## src/rtl/sipo_deser.sv

```systemverilog
// MSB-first serial-to-parallel deserializer with a single-word output slot
// under a valid/ready handshake; completed words that find the slot full are dropped.
module sipo_deser #(
  parameter int WIDTH = 8
) (
  input  logic             clk,
  input  logic             rst,
  input  logic             serial_in,
  input  logic             bit_valid,
  input  logic             frame_start,
  output logic [WIDTH-1:0] parallel_out,
  output logic             out_valid,
  input  logic             out_ready,
  output logic             busy,
  output logic             overrun
);

  localparam int CNT_W = $clog2(WIDTH + 1);
  localparam logic [CNT_W-1:0] LAST = CNT_W'(WIDTH - 1);

  typedef enum logic {IDLE, COLLECT} state_t;

  state_t           state, state_next;
  logic [CNT_W-1:0] cnt, cnt_next;
  logic [WIDTH-1:0] shift_reg, shift_next;
  logic [WIDTH-1:0] pout_next;
  logic             ovalid_next;
  logic             over_next;
  logic             word_done;
  logic             slot_open;

  always_comb begin
    state_next  = state;
    cnt_next    = cnt;
    shift_next  = shift_reg;
    pout_next   = parallel_out;
    ovalid_next = out_valid;
    over_next   = 1'b0;
    word_done   = 1'b0;
    slot_open   = !out_valid || out_ready;

    // A realign that carries a bit starts a fresh word at count 1.
    if (bit_valid && frame_start) begin
      shift_next = {{(WIDTH-1){1'b0}}, serial_in};
      cnt_next   = CNT_W'(1);
      state_next = COLLECT;
    end else if (bit_valid) begin
      shift_next = {shift_reg[WIDTH-2:0], serial_in};
      if (cnt == LAST) begin
        word_done  = 1'b1;
        cnt_next   = '0;
        state_next = IDLE;
      end else begin
        cnt_next   = cnt + 1'b1;
        state_next = COLLECT;
      end
    end else if (frame_start) begin
      shift_next = '0;
      cnt_next   = '0;
      state_next = IDLE;
    end

    // A completing word may replace a word that is draining this same edge.
    if (word_done) begin
      if (slot_open) begin
        pout_next   = shift_next;
        ovalid_next = 1'b1;
      end else begin
        over_next = 1'b1;
      end
    end else if (out_valid && out_ready) begin
      ovalid_next = 1'b0;
    end
  end

  always_ff @(posedge clk) begin
    if (rst) begin
      state <= IDLE;
      cnt   <= '0;
    end else begin
      state <= state_next;
      cnt   <= cnt_next;
    end
  end

  always_ff @(posedge clk) begin
    if (rst) begin
      shift_reg    <= '0;
      parallel_out <= '0;
      out_valid    <= 1'b0;
      overrun      <= 1'b0;
      busy         <= 1'b0;
    end else begin
      shift_reg    <= shift_next;
      parallel_out <= pout_next;
      out_valid    <= ovalid_next;
      overrun      <= over_next;
      busy         <= (state_next == COLLECT);
    end
  end

endmodule

```

## config.mk

```make
export PLATFORM = sky130hd
export DESIGN_NAME = sipo_deser
export DESIGN_NICKNAME = d
export VERILOG_FILES = /design/src/rtl/sipo_deser.sv
export SDC_FILE = /design/constraint.sdc
export NUM_CORES = 1
export LEC_CHECK = 0
export ABC_CLOCK_PERIOD_IN_PS = 1700
export BUFFER_PORTS_ARGS = -buffer_cell sky130_fd_sc_hd__buf_2
export CAP_MARGIN = 0
export CORE_MARGIN = 3
export CORE_UTILIZATION = 55
export CTS_BUF_LIST = sky130_fd_sc_hd__clkbuf_4
export DETAILED_ROUTE_END_ITERATION = 12
export HOLD_SLACK_MARGIN = 0.03
export PLACE_DENSITY = 0.79
export SLEW_MARGIN = 20
export SYNTH_ARGS = -nofsm -noshare
export SYNTH_HDL_FRONTEND = slang
export SYNTH_SLANG_ARGS = --single-unit
```

## constraint.sdc

```tcl
create_clock -name clk -period 1.7 [get_ports clk]
set_input_delay 0.085 -clock clk [delete_from_list [all_inputs] [get_ports clk]]
set_output_delay 0.085 -clock clk [all_outputs]
set_load 0.01 [all_outputs]
```

==> summary.txt, run 1 <==
First drt pass iteration count - 3
Clk sinks - 23
Final setup fails - 0
DRT Wirelength - 1.488 mm
Fin Setup TNS - 0 ns
Vias in the first global route - 572
First-pass GRT wire length - 2.408 mm
Synth async-reset ratio - 0
Worst Max-Slew Pin Slew - 0.3901 ns
Dpl hpwl - 1.093 mm
Clock Tree Buf Depth - 2
Cell taking the most area after synthesis - dfxtp_1
Maximum clock rate - 661.7 MHz
H-tree depth - 1
Worst-path cell chain - ha_1 > and4bb_2 > nand3_4 > mux2_1
Core box area - 1541 sq um
Mapped Avg Cell Area - 10.62 sq um
Syn Nets - 93
DR DRC count - 0
RSZ-0062 raised after global routing - no
Top delay family on crit path - simple AND/OR/NAND/NOR gates
CTS clock-pin slew for the worst setup and hold paths - 0.12 ns
WL/cell - 12.50 microns
Die area - 2186 sq um
Max-cap violations - 0
Largest net degree at the start of global routing - 18
R2R Setup Slk - 0.19 ns
Critical path startpoint category - register
Hold Violations, Final - 0
Max incr delay on CP - 0.39 ns
Gpl congestion - 0.8542
Final net count - 111
Ports - 17
Area growth from synthesis to layout - 11.37%
Required @ worst endpoint - 1.90 ns
Post_cts resized - 0
Count of unique library cells instantiated by Yosys - 24
Bufs and invs on worst path - 0
Core Rows - 14
FF+latch count, synth - 23
CTS tree - done
Hold_buf cts - 0
Routed vias/inst - 5.202
Top cells by count, synth - 23 x dfxtp_1, 11 x nor2_1, 9 x mux2i_1
Slew HR - 0.7399
Dpl cells - 115
Setup ws final - 0.1887 ns
Routed via count - 619
Clk root buf - clkbuf_4
Period Utilization, post-route - 0.8890
Die Wd - 46.75 microns
Kind of critical path - reg2reg
Slew Limit Fails - 0
Yosys top cell area share - 0.5041
# Post-CTS Setup Buffers - 0
Status - completed
Clock skew - 0.003077 ns
Final min period - 1.511 ns
CTS Buf Count - 3
Final total power - 0.8378 mW
CP max stage cell - dfxtp_1
All-layer global routing usage - 0.1575
HP Class - in2reg
Congestion Overflow GR - 0
Die height - 46.75 microns
Synth Warn # - 0
Cell Area, Synth - 913.4 sq um
Non-Filler Instances - 119
Layout cells sized above 1 - 0.2330
Synth top area cells - dfxtp_1 50%, mux2i_1 9.9%, mux2_1 8.6%
Max VDD drop - 0.0006399 V
P_leak - 0.4597 nW
Number of diodes - 0
Post-synth EDFFs - 0
DRT antenna net count - 0
Port Buffers - 16
Synthesized instance count - 86
CP max FO - 8
Antenna violations before repair - 0
Ys flop type - dfxtp_1
Latest clock arrival within the worst-skew pair - 0.30 ns
Initial Util - 0.5925
Pwr dens - 823.7 nW/um^2
Sequential area share after synthesis - 0.5041
Crit path DAT - 1.71 ns
Crit. End Element - register
Most frequent cell after synthesis - dfxtp_1
DR iter-0 viols - 2
Dpl ws - 0.2061 ns
layout make-up:
type | count | area (sq um)
tap | 16 | 20.02
clock inverter | 1 | 5.005
multi-input combinational | 59 | 421.7
fill | 124 | 524.3
timing repair buffer | 17 | 87.58
clock buffer | 3 | 22.52
sequential | 23 | 460.4
placed cells by master, fill, tap and decap left out:
cell type / n
nand2_1: 6
mux2_1: 7
mux2i_1: 9
nand4_1: 1
o21ai_0: 1
a22oi_1: 1
buf_2: 16
clkbuf_4: 3
a21oi_1: 3
dfxtp_1: 23
ha_1: 1
nand3_4: 1
nand2b_1: 2
or3_1: 1
nand3b_1: 2
a31oi_1: 1
and4bb_2: 1
clkinv_2: 1
nor2b_1: 7
or2_1: 1
buf_4: 1
xor2_1: 1
nor2_1: 11
or2b_2: 1
nor3_1: 1
stage by stage:
step	hold WS, ns	instance area [sq um]	util
after floorplan	0.2374	913.4	-
after global placement	0.3623	989.7	0.6420
after detailed placement	0.3647	989.7	0.6420
after CTS	0.03694	1017	0.6599
after global routing	0.04347	1017	0.6599
final	0.04366	1017	0.6599
power by group:
part | internal, mW | total, mW | switching (mW)
registers | 0.545 | 0.549 | 0.00400
clock network | 0.0877 | 0.244 | 0.157
logic | 0.0187 | 0.0449 | 0.0262
total | 0.651 | 0.838 | 0.187
worst paths after layout:
| path | startpoint | end | cells past startpoint |
|---|---|---|---|
| setup / recovery | cnt[0] | parallel_out[7] | 4 |
| hold / removal | serial_in | shift_reg[0] | 3 |
| setup reg to reg | cnt[0] | parallel_out[7] | 4 |
| hold reg to reg | busy | busy | 2 |
per-layer routing:
metal / GRT usage / routed length, microns / part of all wire / vias up
met4: 0.08840 / 16 / 0.011 / 0
met2: 0.2527 / 726 / 0.49 / 9
li1: - / - / - / 324
met1: 0.1887 / 694 / 0.47 / 284
met3: 0.04598 / 51 / 0.034 / 2
met5: 0 / 0 / 0 / -
worst reg2reg max path: cells and delay by family, from the launching register on:
kind          cells  cell delay [ns]
simple gates      2             0.43
fa+ha+maj         1             0.21
flops             1             0.39
mux               1             0.37
cells by family (layout without fill, tap and decap cells):
group	after synthesis	count (layout)	synth area share
AOI/OAI and AO/OA	6	6	0.03698
xor gates and xnor gates	1	1	0.009591
adders and majority gates	1	1	0.01370
buffers and inverters	4	21	0.03424
DFF	23	23	0.5041
muxes	16	16	0.1849
and+or+nand+nor	35	35	0.2164
(Power assumes the default switching activity.)
==> run 2, diff against run 1 <==
--- a/config.mk
+++ b/config.mk
@@ -12,7 +12,9 @@
 export CORE_UTILIZATION = 55
 export CTS_BUF_LIST = sky130_fd_sc_hd__clkbuf_4
+export CTS_CLUSTER_DIAMETER = 40
 export DETAILED_ROUTE_END_ITERATION = 12
 export HOLD_SLACK_MARGIN = 0.03
 export PLACE_DENSITY = 0.79
+export RECOVER_POWER = 100
 export SLEW_MARGIN = 20
 export SYNTH_ARGS = -nofsm -noshare
==> constraint.sdc (replaced) <==
create_clock -name clk -period 1.7 [get_ports clk]
set_input_delay 0.085 -clock clk [delete_from_list [all_inputs] [get_ports clk]]
set_output_delay 0.085 -clock clk [all_outputs]
set_load 0.1 [all_outputs]
==> summary.txt, run 2 (synthesis results as in run 1) <==
CTS Buf Count - 3 (unchanged)
Critical path startpoint category - register (unchanged)
DRT Wirelength - 1.465 mm (was 1.488 mm)
Pwr dens - 840.2 nW/um^2 (was 823.7 nW/um^2)
Core Rows - 14 (unchanged)
Area growth from synthesis to layout - 11.78% (was 11.37%)
Initial Util - 0.5925 (unchanged)
Final net count - 111 (unchanged)
Congestion Overflow GR - 0 (unchanged)
Hold path depth - 3 (unchanged)
Final Hold Slack - 0.05408 ns (was 0.04366 ns)
Maximum clock rate - 668.7 MHz (was 661.7 MHz)
Dpl ws - 0.1939 ns (was 0.2061 ns)
Ports - 17 (unchanged)
Die area - 2186 sq um (unchanged)
Clk sinks - 23 (unchanged)
P_leak - 0.4510 nW (was 0.4597 nW)
Routed vias/inst - 5.319 (was 5.202)
Slew HR - 0.6404 (was 0.7399)
Final setup fails - 0 (unchanged)
CP max FO - 8 (unchanged)
Final total power - 0.8578 mW (was 0.8378 mW)
HP Class - in2reg (unchanged)
Dpl cells - 115 (unchanged)
DR iter-0 viols - 3 (was 2)
Status - completed (unchanged)
Fin Setup TNS - 0 ns (unchanged)
Layout cells sized above 1 - 0.2427 (was 0.2330)
Crit path DAT - 1.69 ns (was 1.71 ns)
Largest net degree at the start of global routing - 18 (unchanged)
Max VDD drop - 0.0005741 V (was 0.0006399 V)
Die height - 46.75 microns (unchanged)
Clock Tree Buf Depth - 2 (unchanged)
Worst Max-Slew Pin Slew - 0.5417 ns (was 0.3901 ns)
Non-Filler Instances - 119 (unchanged)
Clock skew - 0.001330 ns (was 0.003077 ns)
Core box area - 1541 sq um (unchanged)
DR DRC count - 0 (unchanged)
Dpl hpwl - 1.087 mm (was 1.093 mm)
RSZ-0062 raised after global routing - no (unchanged)
DRT antenna net count - 0 (unchanged)
Die Wd - 46.75 microns (unchanged)
Latest clock arrival within the worst-skew pair - 0.29 ns (was 0.30 ns)
Crit. End Element - register (unchanged)
Setup ws final - 0.2047 ns (was 0.1887 ns)
Routed via count - 633 (was 619)
Slew Limit Fails - 0 (unchanged)
Number of diodes - 0 (unchanged)
Clk root buf - clkbuf_4 (unchanged)
# Post-CTS Setup Buffers - 0 (unchanged)
Antenna violations before repair - 0 (unchanged)
Period Utilization, post-route - 0.8796 (was 0.8890)
FF-to-FF Start - cnt[0] (unchanged)
First drt pass iteration count - 4 (was 3)
Hold endpoint - parallel_out[0] (was shift_reg[0])
Post_cts resized - 0 (unchanged)
Hold_sp - serial_in (unchanged)
All-layer global routing usage - 0.1520 (was 0.1575)
WL/cell - 12.31 microns (was 12.50 microns)
CTS tree - done (unchanged)
Commonest non-fill, non-tap cells in the layout - 22 x dfxtp_1, 11 x nor2_1, 11 x clkbuf_2 (was 23 x dfxtp_1, 16 x buf_2, 11 x nor2_1)
Port Buffers - 16 (unchanged)
CTS clock-pin slew for the worst setup and hold paths - 0.12 ns (about the same)
Hold Violations, Final - 0 (unchanged)
Vias in the first global route - 522 (was 572)
Final min period - 1.495 ns (was 1.511 ns)
Gpl congestion - 0.8549 (was 0.8542)
Kind of critical path - reg2reg (unchanged)
Required @ worst endpoint - 1.89 ns (was 1.90 ns)
First-pass GRT wire length - 2.346 mm (was 2.408 mm)
H-tree depth - 1 (unchanged)
Leading cell type in the layout, fill and taps excluded - dfxtp_1 (unchanged)
Max-cap violations - 0 (unchanged)
Critical R2R Capture - parallel_out[2] (was parallel_out[7])
Worst r2r path cells - 4 (unchanged)
R2R Setup Slk - 0.20 ns (was 0.19 ns)
Hold_buf cts - 0 (unchanged)
-- run 2: cell count changes in the layout (fill, tap and decap cells not counted), sizes merged --
cell	previous run	this run
clkinv	1	0
buf	17	6
clkbuf	3	15
-- run 2: worst max path at each step --
stage	startpoint	end	slack [ns]	depth (start not counted)
final	cnt[0]	parallel_out[2]	0.20	4
after global routing	cnt[0]	parallel_out[7]	0.11	4
after detailed placement	cnt[0]	parallel_out[1]	0.19	4
after floorplan	out_valid	parallel_out[1]	0.10	3
after CTS	cnt[0]	parallel_out[1]	0.19	4
after global placement	cnt[0]	parallel_out[2]	0.25	4
-- run 2: per-layer routing --
layer / GRT usage / wire (microns) / vias to the layer above / part of all wire
met1: 0.1934 / 677 / 293 / 0.46
met4: 0.07735 / 12 / 0 / 0.0082
li1: - / - / 327 / -
met3: 0.03831 / 50 / 2 / 0.034
met2: 0.2390 / 724 / 11 / 0.49
met5: 0 / 0 / - / 0
-- run 2: critical path, cell delays in order, from the launching register on --
cell and delay (ns):
dfxtp_1 0.39, ha_1 0.22, and4bb_2 0.28, nand3_4 0.15, mux2_1 0.36
-- run 2: power by group --
part / internal [mW] / switching [mW] / total, mW
registers: 0.544 / 0.00382 / 0.548
clock network: 0.107 / 0.147 / 0.255
logic: 0.0186 / 0.0364 / 0.0550
total: 0.670 / 0.188 / 0.858
-- run 2: area by class of cell --
| type | instances | area, sq um |
|---|---|---|
| multi-input combinational | 59 | 421.7 |
| timing repair buffer | 17 | 87.58 |
| sequential | 23 | 461.7 |
| tap | 16 | 20.02 |
| fill | 125 | 520.5 |
| clock buffer | 4 | 30.03 |
-- run 2: stage by stage --
| stage | utilization | area, sq um |
|---|---|---|
| after floorplan | - | 914.6 |
| after global placement | 0.6429 | 991.0 |
| after detailed placement | 0.6429 | 991.0 |
| after CTS | 0.6623 | 1021 |
| after global routing | 0.6623 | 1021 |
| final | 0.6623 | 1021 |
==> run 3, diff against run 2 <==
- CORE_UTILIZATION: 55 -> 50
- PLACE_DENSITY: 0.79 -> 0.73
- REMOVE_ABC_BUFFERS: not set -> 1
==> summary.txt, run 3 (synthesis results as in run 1) <==
All-layer global routing usage - 0.1433 (was 0.1520)
DR DRC count - 0 (unchanged)
First drt pass iteration count - 4 (unchanged)
H-tree depth - 1 (unchanged)
Critical path startpoint category - register (unchanged)
DRT Wirelength - 1.509 mm (was 1.465 mm)
Clock Tree Buf Depth - 2 (unchanged)
Number of diodes - 0 (unchanged)
CTS Buf Count - 3 (unchanged)
Core box area - 1612 sq um (was 1541 sq um)
Hold_buf cts - 0 (unchanged)
Max VDD drop - 0.0005404 V (was 0.0005741 V)
Gpl congestion - 0.7635 (was 0.8549)
Commonest non-fill, non-tap cells in the layout - 23 x dfxtp_1, 11 x nor2_1, 11 x clkbuf_2 (was 22 x dfxtp_1, 11 x nor2_1, 11 x clkbuf_2)
Dpl hpwl - 1.111 mm (was 1.087 mm)
Final net count - 111 (unchanged)
Routed vias/inst - 4.961 (was 5.319)
# Post-CTS Setup Buffers - 0 (unchanged)
Die height - 48.74 microns (was 46.75 microns)
Latest clock arrival within the worst-skew pair - 0.30 ns (was 0.29 ns)
Area growth from synthesis to layout - 12.60% (was 11.78%)
Max-cap violations - 0 (unchanged)
Largest net degree at the start of global routing - 18 (unchanged)
Final setup fails - 0 (unchanged)
Final Hold Slack - 0.05259 ns (was 0.05408 ns)
Maximum clock rate - 636.8 MHz (was 668.7 MHz)
Port Buffers - 16 (unchanged)
Ports - 17 (unchanged)
CTS tree - done (unchanged)
Vias in the first global route - 651 (was 522)
Worst Max-Slew Pin Slew - 0.9542 ns (was 0.5417 ns)
Required @ worst endpoint - 1.90 ns (was 1.89 ns)
Congestion Overflow GR - 0 (unchanged)
DR iter-0 viols - 3 (unchanged)
RSZ-0062 raised after global routing - no (unchanged)
Hold Violations, Final - 0 (unchanged)
Status - completed (unchanged)
Layout cells sized above 1 - 0.2233 (was 0.2427)
Final min period - 1.570 ns (was 1.495 ns)
Slew Limit Fails - 0 (unchanged)
Slew HR - 0.3639 (was 0.6404)
First-pass GRT wire length - 2.691 mm (was 2.346 mm)
Kind of critical path - reg2reg (unchanged)
DRT antenna net count - 0 (unchanged)
Routed via count - 630 (was 633)
Post_cts resized - 0 (unchanged)
Clk root buf - clkbuf_4 (unchanged)
CP max FO - 8 (unchanged)
Clock skew - 0.005487 ns (was 0.001330 ns)
Core Rows - 14 (unchanged)
WL/cell - 11.88 microns (was 12.31 microns)
P_leak - 0.4478 nW (was 0.4510 nW)
Period Utilization, post-route - 0.9237 (was 0.8796)
Crit path DAT - 1.77 ns (was 1.69 ns)
Die Wd - 48.74 microns (was 46.75 microns)
Leading cell type in the layout, fill and taps excluded - dfxtp_1 (unchanged)
Antenna violations before repair - 0 (unchanged)
Fin Setup TNS - 0 ns (unchanged)
CTS clock-pin slew for the worst setup and hold paths - 0.12 ns (about the same)
Die area - 2376 sq um (was 2186 sq um)
Crit. End Element - register (unchanged)
Initial Util - 0.5668 (was 0.5925)
Clk sinks - 23 (unchanged)
Pwr dens - 835.4 nW/um^2 (was 840.2 nW/um^2)
HP Class - in2reg (unchanged)
==> run 3: path summary, 6_finish.rpt <==
kind	startpoint	to	slack, ns	cells past startpoint
max	cnt[0]	parallel_out[7]	0.13	4
min	serial_in	shift_reg[0]	0.05	3
max reg2reg	cnt[0]	parallel_out[7]	0.13	4
min reg2reg	busy	busy	0.46	2
==> run 3: final cells by class <==
cell class / count / area [sq um]
multi-input combinational: 59 / 421.7
fill: 144 / 583.1
tap: 24 / 30.03
sequential: 23 / 460.4
clock buffer: 4 / 30.03
timing repair buffer: 17 / 86.33
==> run 3: through the flow <==
step                total power, mW  cells  cell area (sq um)  utilization  worst slack (ns)
finish                       0.8592    127               1028       0.6382            0.1297
CTS                          0.8698    127               1030       0.6390            0.1657
detailed placement           0.6162    123              999.7       0.6203            0.1844
global route                 0.9057    127               1028       0.6382           0.05424
global placement             0.6144    123              999.7       0.6203            0.2600
floorplan                    0.5892     82              882.1            -           -0.1975
==> run 3: where the power goes <==
part / leakage [nW] / internal, mW / switching, mW / total (mW)
combinational: 0.243 / 0.0187 / 0.0362 / 0.0550
sequential: 0.186 / 0.544 / 0.00419 / 0.549
clock: 0.0184 / 0.107 / 0.148 / 0.256
==> run 3: worst max-delay path, stage by stage, from the launching register on <==
cell and delay (ns):
dfxtp_1 0.40, ha_1 0.22, and4bb_2 0.28, nand3_4 0.16, mux2_1 0.41
==> run 3: per-layer routing <==
layer / vias to the layer above / track usage / routed length (microns) / part of all wire
li1: 326 / - / - / -
met3: 2 / 0.03988 / 62 / 0.041
met5: - / 0 / 0 / 0
met1: 292 / 0.1610 / 673 / 0.45
met2: 10 / 0.2466 / 763 / 0.51
met4: 0 / 0.07109 / 10 / 0.0066
